<file path="config.mk">
export PLATFORM = sky130hd
export DESIGN_NAME = mem_port_arbiter
export DESIGN_NICKNAME = d
export VERILOG_FILES = /design/src/rtl/mem_map_pkg.sv /design/src/rtl/rr_arbiter2.sv /design/src/rtl/mem_port_arbiter.sv
export SDC_FILE = /design/constraint.sdc
export NUM_CORES = 1
export LEC_CHECK = 0
export ABC_AREA = 0
export BUFFER_PORTS_ARGS = -buffer_cell sky130_fd_sc_hd__buf_2
export CORE_AREA = 2 2 135 137
export CTS_BUF_LIST = sky130_fd_sc_hd__clkbuf_4
export DETAILED_ROUTE_END_ITERATION = 7
export DIE_AREA = 0 0 137 139
export HOLD_SLACK_MARGIN = 0.12
export RECOVER_POWER = 25
export SYNTH_ARGS = -nofsm -noshare
export SYNTH_HDL_FRONTEND = slang
export SYNTH_HIERARCHICAL = 1
export SYNTH_SLANG_ARGS = --single-unit
</file>
<file path="constraint.sdc">
create_clock -name clk -period 10.35 [get_ports clk]
set_clock_uncertainty 0.1 [all_clocks]
set_input_delay 1.035 -clock clk [delete_from_list [all_inputs] [get_ports clk]]
set_output_delay 1.035 -clock clk [all_outputs]
set_load 0.01 [all_outputs]
</file>
<file path="src/rtl/mem_map_pkg.sv">
// Memory map constants, FSM encoding and region helper
// shared by the memory port arbiter.
package mem_map_pkg;

    localparam logic [63:0] MAP_ROM_BASE = 64'h0000;
    localparam logic [63:0] MAP_ROM_SIZE = 64'h1000;
    localparam logic [63:0] MAP_RAM_BASE = 64'h1000;
    localparam logic [63:0] MAP_RAM_SIZE = 64'h2000;

    localparam int BRAM_DEPTH = 3072;
    localparam int BRAM_AW    = 12;

    typedef enum logic [1:0] {
        IDLE  = 2'd0,
        GRANT = 2'd1,
        RESP  = 2'd2
    } state_t;

    // Subtraction only happens once addr >= base, so it cannot wrap.
    function automatic logic in_region(
        input logic [63:0] addr,
        input logic [63:0] base,
        input logic [63:0] size
    );
        return (addr >= base) && ((addr - base) < size);
    endfunction

endpackage

</file>
<file path="src/rtl/rr_arbiter2.sv">
// Two-way round-robin pick: on a conflict the port
// not granted last wins.
module rr_arbiter2 (
    input  logic [1:0] req,
    input  logic       last,
    output logic       winner
);

    always_comb begin
        winner = (req == 2'b11) ? ~last : req[1];
    end

endmodule

</file>
<file path="src/rtl/mem_port_arbiter.sv">
// Two-port (fetch/data) arbiter onto a single BRAM port
// with region checking and a 3-state access FSM.
module mem_port_arbiter
    import mem_map_pkg::*;
#(
    parameter logic [63:0] ROM_BASE = MAP_ROM_BASE,
    parameter logic [63:0] ROM_SIZE = MAP_ROM_SIZE,
    parameter logic [63:0] RAM_BASE = MAP_RAM_BASE,
    parameter logic [63:0] RAM_SIZE = MAP_RAM_SIZE
) (
    input  logic               clk,
    input  logic               reset,
    input  logic               p0_req,
    input  logic [63:0]        p0_addr,
    input  logic               p0_we,
    input  logic [31:0]        p0_wdata,
    output logic               p0_gnt,
    output logic               p0_rvalid,
    output logic [31:0]        p0_rdata,
    output logic               p0_err,
    input  logic               p1_req,
    input  logic [63:0]        p1_addr,
    input  logic               p1_we,
    input  logic [31:0]        p1_wdata,
    output logic               p1_gnt,
    output logic               p1_rvalid,
    output logic [31:0]        p1_rdata,
    output logic               p1_err,
    output logic               mem_en,
    output logic               mem_we,
    output logic [BRAM_AW-1:0] mem_addr,
    output logic [31:0]        mem_wdata,
    input  logic [31:0]        mem_rdata
);

    state_t state, state_nx;

    logic               last;
    logic               win;
    logic [BRAM_AW-1:0] addr_q;
    logic               we_q;
    logic [31:0]        wdata_q;
    logic               err_q;

    logic        arb;
    logic        pick;
    logic [63:0] pick_addr;
    logic        pick_we;
    logic [31:0] pick_wdata;
    logic        pick_err;
    logic [31:0] rd;

    rr_arbiter2 u_rr (
        .req    ({p1_req, p0_req}),
        .last   (last),
        .winner (pick)
    );

    always_comb begin
        arb        = (state != GRANT) && (p0_req || p1_req);
        pick_addr  = pick ? p1_addr  : p0_addr;
        pick_we    = pick ? p1_we    : p0_we;
        pick_wdata = pick ? p1_wdata : p0_wdata;
        if (pick_we)
            pick_err = !in_region(pick_addr, RAM_BASE, RAM_SIZE);
        else
            pick_err = !(in_region(pick_addr, ROM_BASE, ROM_SIZE) ||
                         in_region(pick_addr, RAM_BASE, RAM_SIZE));
    end

    always_ff @(posedge clk or posedge reset) begin
        if (reset)
            state <= IDLE;
        else
            state <= state_nx;
    end

    // last resets to 1 so port 0 wins the first conflict
    always_ff @(posedge clk or posedge reset) begin
        if (reset) begin
            last    <= 1'b1;
            win     <= 1'b0;
            addr_q  <= '0;
            we_q    <= 1'b0;
            wdata_q <= '0;
            err_q   <= 1'b0;
        end else if (arb) begin
            last    <= pick;
            win     <= pick;
            addr_q  <= pick_addr[BRAM_AW+1:2];
            we_q    <= pick_we;
            wdata_q <= pick_wdata;
            err_q   <= pick_err;
        end
    end

    always_comb begin
        state_nx  = IDLE;
        p0_gnt    = 1'b0;
        p1_gnt    = 1'b0;
        p0_rvalid = 1'b0;
        p1_rvalid = 1'b0;
        mem_en    = 1'b0;
        unique case (state)
            IDLE: begin
                state_nx = arb ? GRANT : IDLE;
            end
            GRANT: begin
                p0_gnt   = !win;
                p1_gnt   = win;
                mem_en   = !err_q;
                state_nx = RESP;
            end
            RESP: begin
                p0_rvalid = !win;
                p1_rvalid = win;
                state_nx  = arb ? GRANT : IDLE;
            end
            default: state_nx = IDLE;
        endcase
    end

    always_comb begin
        rd        = (!err_q && !we_q) ? mem_rdata : 32'h0;
        mem_we    = mem_en && we_q;
        mem_addr  = addr_q;
        mem_wdata = wdata_q;
        p0_rdata  = p0_rvalid ? rd : 32'h0;
        p1_rdata  = p1_rvalid ? rd : 32'h0;
        p0_err    = p0_rvalid && err_q;
        p1_err    = p1_rvalid && err_q;
    end

endmodule

</file>
Word level (Yosys, flattened, before mapping)
Cells that the tools add are included.

Bits in registers: 50. Word-level logic and storage cells: 48. Bits of input ports: 230. Output and inout bits: 116.

Equality and inequality tests: 4. Multiplexer cells: 15. Add/subtract/negate cells: 1. Bitwise operators: 1. Reduce and logical (&&, ||, !) cells: 16. $lt $le $gt $ge: 4.

Operators with widths (number): 32-bit two-way mux (4); 64-bit by 1-bit greater-or-equal comparator with 1-bit output, second input constant (1); 64-bit by 13-bit greater-or-equal comparator with 1-bit output, second input constant (1); 64-bit by 13-bit less-than comparator with 1-bit output, second input constant (1); 64-bit by 14-bit less-than comparator with 1-bit output, second input constant (1); 64-bit two-way mux (1); 64-bit by 13-bit subtractor with 64-bit output, second input constant (1); 1-bit two-way mux (9); 1-bit logical AND (7); 1-bit zero test (5); 2-bit == test, second input constant (2); 2-bit one-hot mux with 2 select lines (1); 2-bit by 1-bit == test with 1-bit output, second input constant (1); 2-bit zero test (1); 1-bit logical OR (2); 2-bit by 1-bit inequality test with 1-bit output, second input constant (1); 2-bit OR reduction (1); 1-bit NOT (1).

Longest topological paths before layout
Depth after elaboration: 9. Mapped depth: 15. Mapped depth without buffers: 10.

By module
The synthesis kept the hierarchy.

Modules (own cells, without submodules): mem_port_arbiter (area an instance 4677.0 um2, times used 1, seq. area each 1252.5 um2, cells each 584); rr_arbiter2 (area an instance 11.3 um2, times used 1, seq. area each 0.0 um2, cells each 1).

Worst setup path after synthesis
No wires, ideal clock.

Kind: input -> register. Start point: in p1_req. End point: reg err_q. Cell stages on the path: 15. Arrival time: 4.397 ns. Slack: 5.714 ns. Library setup time: 0.139 ns. Required time: 10.111 ns. Buffers on the path: 5. Path through: a21boi_2 -> buf_6 -> buf_2 -> buf_2 -> buf_2 -> mux2i_1 -> ha_1 -> nand4_1 -> or4b_1 -> clkbuf_1 -> nor4_2 -> xnor2_1 -> o2111ai_1 -> a2111oi_2 -> a21oi_1.

Word-level cells in the longest chain between the ends: 9. Elaborated cells between the ends (all ways): 17. Classes of those cells: add/sub: 1; order compare: 4; eq/ne: 1; mux: 4; reduce/logical: 7.

Ends and longest elaborated chain: from (decl) (RTL line mem_port_arbiter.sv:21) `input logic p1_req,`; 2-bit == test (RTL line rr_arbiter2.sv:10) `winner = (req == 2'b11) ? ~last : req[1];`; 1-bit two-way mux (RTL line rr_arbiter2.sv:10); 64-bit two-way mux (RTL line mem_port_arbiter.sv:61) `pick_addr = pick ? p1_addr : p0_addr;`; 64-bit by 13-bit subtractor with 64-bit output (RTL line mem_map_pkg.sv:25) `return (addr >= base) && ((addr - base) < size);`; 64-bit by 14-bit less-than comparator with 1-bit output (RTL line mem_map_pkg.sv:25); 1-bit logical AND (RTL line mem_map_pkg.sv:25); 1-bit logical OR (RTL line mem_port_arbiter.sv:67) `pick_err = !(in_region(pick_addr, ROM_BASE, ROM_SIZE) ||`; 1-bit zero test (RTL line mem_port_arbiter.sv:67); 1-bit two-way mux (RTL line mem_port_arbiter.sv:64) `if (pick_we)`; to (signal assigned) (RTL line mem_port_arbiter.sv:93) `err_q <= pick_err;`; to (decl) (RTL line mem_port_arbiter.sv:43) `logic err_q;`.

Parallel ways exist; a longest one is shown, timed or not. A chain may end at the register's enable or synchronous reset.

Worst setup path after layout
Start point: in p1_req. End point: reg err_q.

Word-level cells in the longest chain between the ends: 9. Elaborated cells between the ends (all ways): 17. Classes of those cells: add/sub: 1; order compare: 4; eq/ne: 1; mux: 4; reduce/logical: 7.

Ends and longest elaborated chain: 2-bit == test (RTL line rr_arbiter2.sv:10); 1-bit two-way mux * (RTL line rr_arbiter2.sv:10); via pick (RTL line mem_port_arbiter.sv:46) `logic pick;`; 64-bit two-way mux (RTL line mem_port_arbiter.sv:61); 64-bit by 13-bit subtractor with 64-bit output (RTL line mem_map_pkg.sv:25); 64-bit by 14-bit less-than comparator with 1-bit output (RTL line mem_map_pkg.sv:25); 1-bit logical AND (RTL line mem_map_pkg.sv:25); 1-bit logical OR (RTL line mem_port_arbiter.sv:67); 1-bit zero test (RTL line mem_port_arbiter.sv:67); 1-bit two-way mux * (RTL line mem_port_arbiter.sv:64).

The timed path passes the listed nets; every way through them passes the cells marked *.

==> out/results.ini <==
[die]
coreArea_um2=17700
start_util_pct=26.6
die_area_um2=19000
die_h_um=139
pin_count=346
die_w_um=137
num_rows=49

[min_path]
min_path_type=reg2reg

[synth]
syn_avg_cell_area_um2=8.01
syn_inst=585
synth-edff-count=0
netlist_top_cells_count=mux2i_1 (68), and3_1 (65), o21ai_0 (58)
netlist_area_um2=4690
synthArstFlopShare_pct=100
synth.largest_area_cell=dfrtp_1
syn_nets=816
synthTopCellsByArea=dfrtp_1 (26%), mux2i_1 (15%), and3_1 (8.7%)
yosysMostFrequentCell=mux2i_1
synth.top_cell.area_share_pct=26.2
synth-seq-cells=50
ys_types=60
ys.warnings.count=6
synth_seq_area_share_pct=26.7
ys.flop_type=dfrtp_1

[place]
postPlaceCellArea_um2=6560
place_congestion=0.899
io_buffers=341
place_hpwl_um=15200

[clocking]
clock_sinks=50
clkLatencyLatePin_ps=380
cts_root_buffer=clkbuf_4
cts_max_level=2
cts.repair.resized=0
cts_tree=yes
post_cts_buffers=0
clockBufferDepth=2
cts_buffers=5
clk_pin_slew_ps=140
cts_hold_buf=0

[timing]
setup_tns_ps=0
max_freq_mhz=199
setup_viol=0
hold_violations=0
min_period_ps=5040
finalCritPeriodShare_pct=48.7
maxSlewViolCount=51
rsz0062_at_grt=false
max_slew.worst_pin.slew_ps=1890
max-slew-margin-rel_pct=-26.1

[pwr]
sequentialPowerShare_pct=39.3
power_switching_uw=269
p_per_area_nw_per_um2=99.5
clkPwrFrac_pct=14.6
switching_share_pct=40.8
power_uw=659
vdd_drop_max_mv=0.0639
intPower_uw=390
comb_power_share_pct=46.1
p_leak_nw=3.46

[routing]
route.detailed.drc=0
vias=5672
drt-wirelength-per-cell_um=16.4
wl_um=18500
firstDrtPassIters=5
routed_via_density=5.03
drtAntennaViolNets=0
drtIter0Drc=283

[critical_path]
cp_max_fo=91
crit_type=in2reg
path_cells=clkbuf_1 -> a21boi_4 -> buf_4 -> mux2i_1 -> ha_1 -> nand4_1 -> or4b_1 -> nor4_2 -> xnor2_1 -> or4_1 -> a2111oi_2 -> a21oi_1
cpLargestDelayFamily=simple AND/OR/NAND/NOR gates
crit_required_ps=10490
slowest_stage=or4b_1
arrival_ps=5180
rrSetupSlack_ps=5830
critPathCaptureType=flip-flop
worst_setup_path_start_kind=input port
max_stage_delay_ps=760
path_buf_inv=2

[final_layout]
final_area_um2=6620
syn2layout_area_growth_pct=41.2
layout-drive-gt1-share_pct=41.8
nets=1128
n_antenna_cell=0

[global_route]
antenna_found_initial=1
grt-ovfl-total=0
grt_usage_pct=18.0
grt_max_degree=96
grt_pass1_wl_um=27200
grt_pass1_vias=5202

[job]
drv_cap=1

[outcome]
violations=max-capacitance violations, max-slew violations
outcome=finished with violations

-- worst reg2reg max path, delay by kind of cell (launching register included) --
kind                       cells  cell delay (ps)
AOI/OAI and AO/OA              3              600
buffers and inverters          1              740
and+or+nand+nor                4             1750
adders and majority gates      1              270
DFF                            1              410
muxes                          1              410
xor gates and xnor gates       1              110
-- registers in the layout (all words and copies together) (netlist names) --
name / count
last: 1
mem_wdata: 32
mem_addr: 12
win: 1
state: 2
err_q: 1
we_q: 1
-- power groups by stage --
stage	clock network, mW	logic, mW	registers [mW]
floorplan	0	0.146	0.281
global placement	0	0.304	0.263
detailed placement	0	0.306	0.264
CTS	0.102	0.307	0.260
global route	0.111	0.337	0.265
finish	0.0958	0.304	0.259
-- worst paths after layout --
check,startpoint,endpoint,cells after the start
max,p1_req,err_q,12
min,mem_wdata[4],mem_wdata[4],2
max in group asynchronous,reset,mem_addr[10],2
min reg2reg,mem_wdata[4],mem_wdata[4],2
min in group asynchronous,reset,mem_addr[5],2
max reg2reg,last,err_q,11
-- stage by stage --
stage               cells  setup WS (ps)  hold slack, ps  utilization [%]
floorplan             585           5710             343                -
global placement     1119           5010             356             37.2
detailed placement   1119           4940             364             37.2
CTS                  1127           5390             398             37.5
global route         1127           4840             418             37.5
finish               1127           5310             388             37.5
-- metal layers --
layer	global-route usage [%]	part of all wire, %	vias up
li1	-	-	2825
met1	22.1	41	2548
met2	31.6	48	268
met3	3.58	7.8	29
met4	5.26	2.6	2
met5	0	0.070	-
-- final cells by class --
cell class	count	area [um^2]
multi-input combinational	485	3250
clock buffer	5	37.5
timing repair buffer	346	1740
fill	1911	11000
clock inverter	3	23.8
tap	229	287
inverter	9	33.8
sequential	50	1250
-- layout by cell type (no fill, tap or decap), types with 9 or more instances in the layout --
| cell type | n |
|---|---|
| dfrtp_1 | 49 |
| buf_2 | 338 |
| and3_1 | 65 |
| a21oi_1 | 16 |
| nor2_1 | 30 |
| nor4_1 | 21 |
| xnor2_1 | 12 |
| inv_1 | 9 |
| o21ai_0 | 57 |
| nor3_1 | 27 |
| nand2_1 | 56 |
| mux2i_1 | 68 |
-- cells by family after synthesis --
| group | Yosys count | synth area share (%) |
|---|---|---|
| AOI/OAI and AO/OA | 117 | 15.4 |
| adders and majority gates | 1 | 0.267 |
| xor gates and xnor gates | 20 | 3.74 |
| buffers and inverters | 50 | 4.59 |
| DFF | 50 | 26.7 |
| muxes | 76 | 16.4 |
| and+or+nand+nor | 271 | 32.8 |
Power figures use the tool's default switching activity.
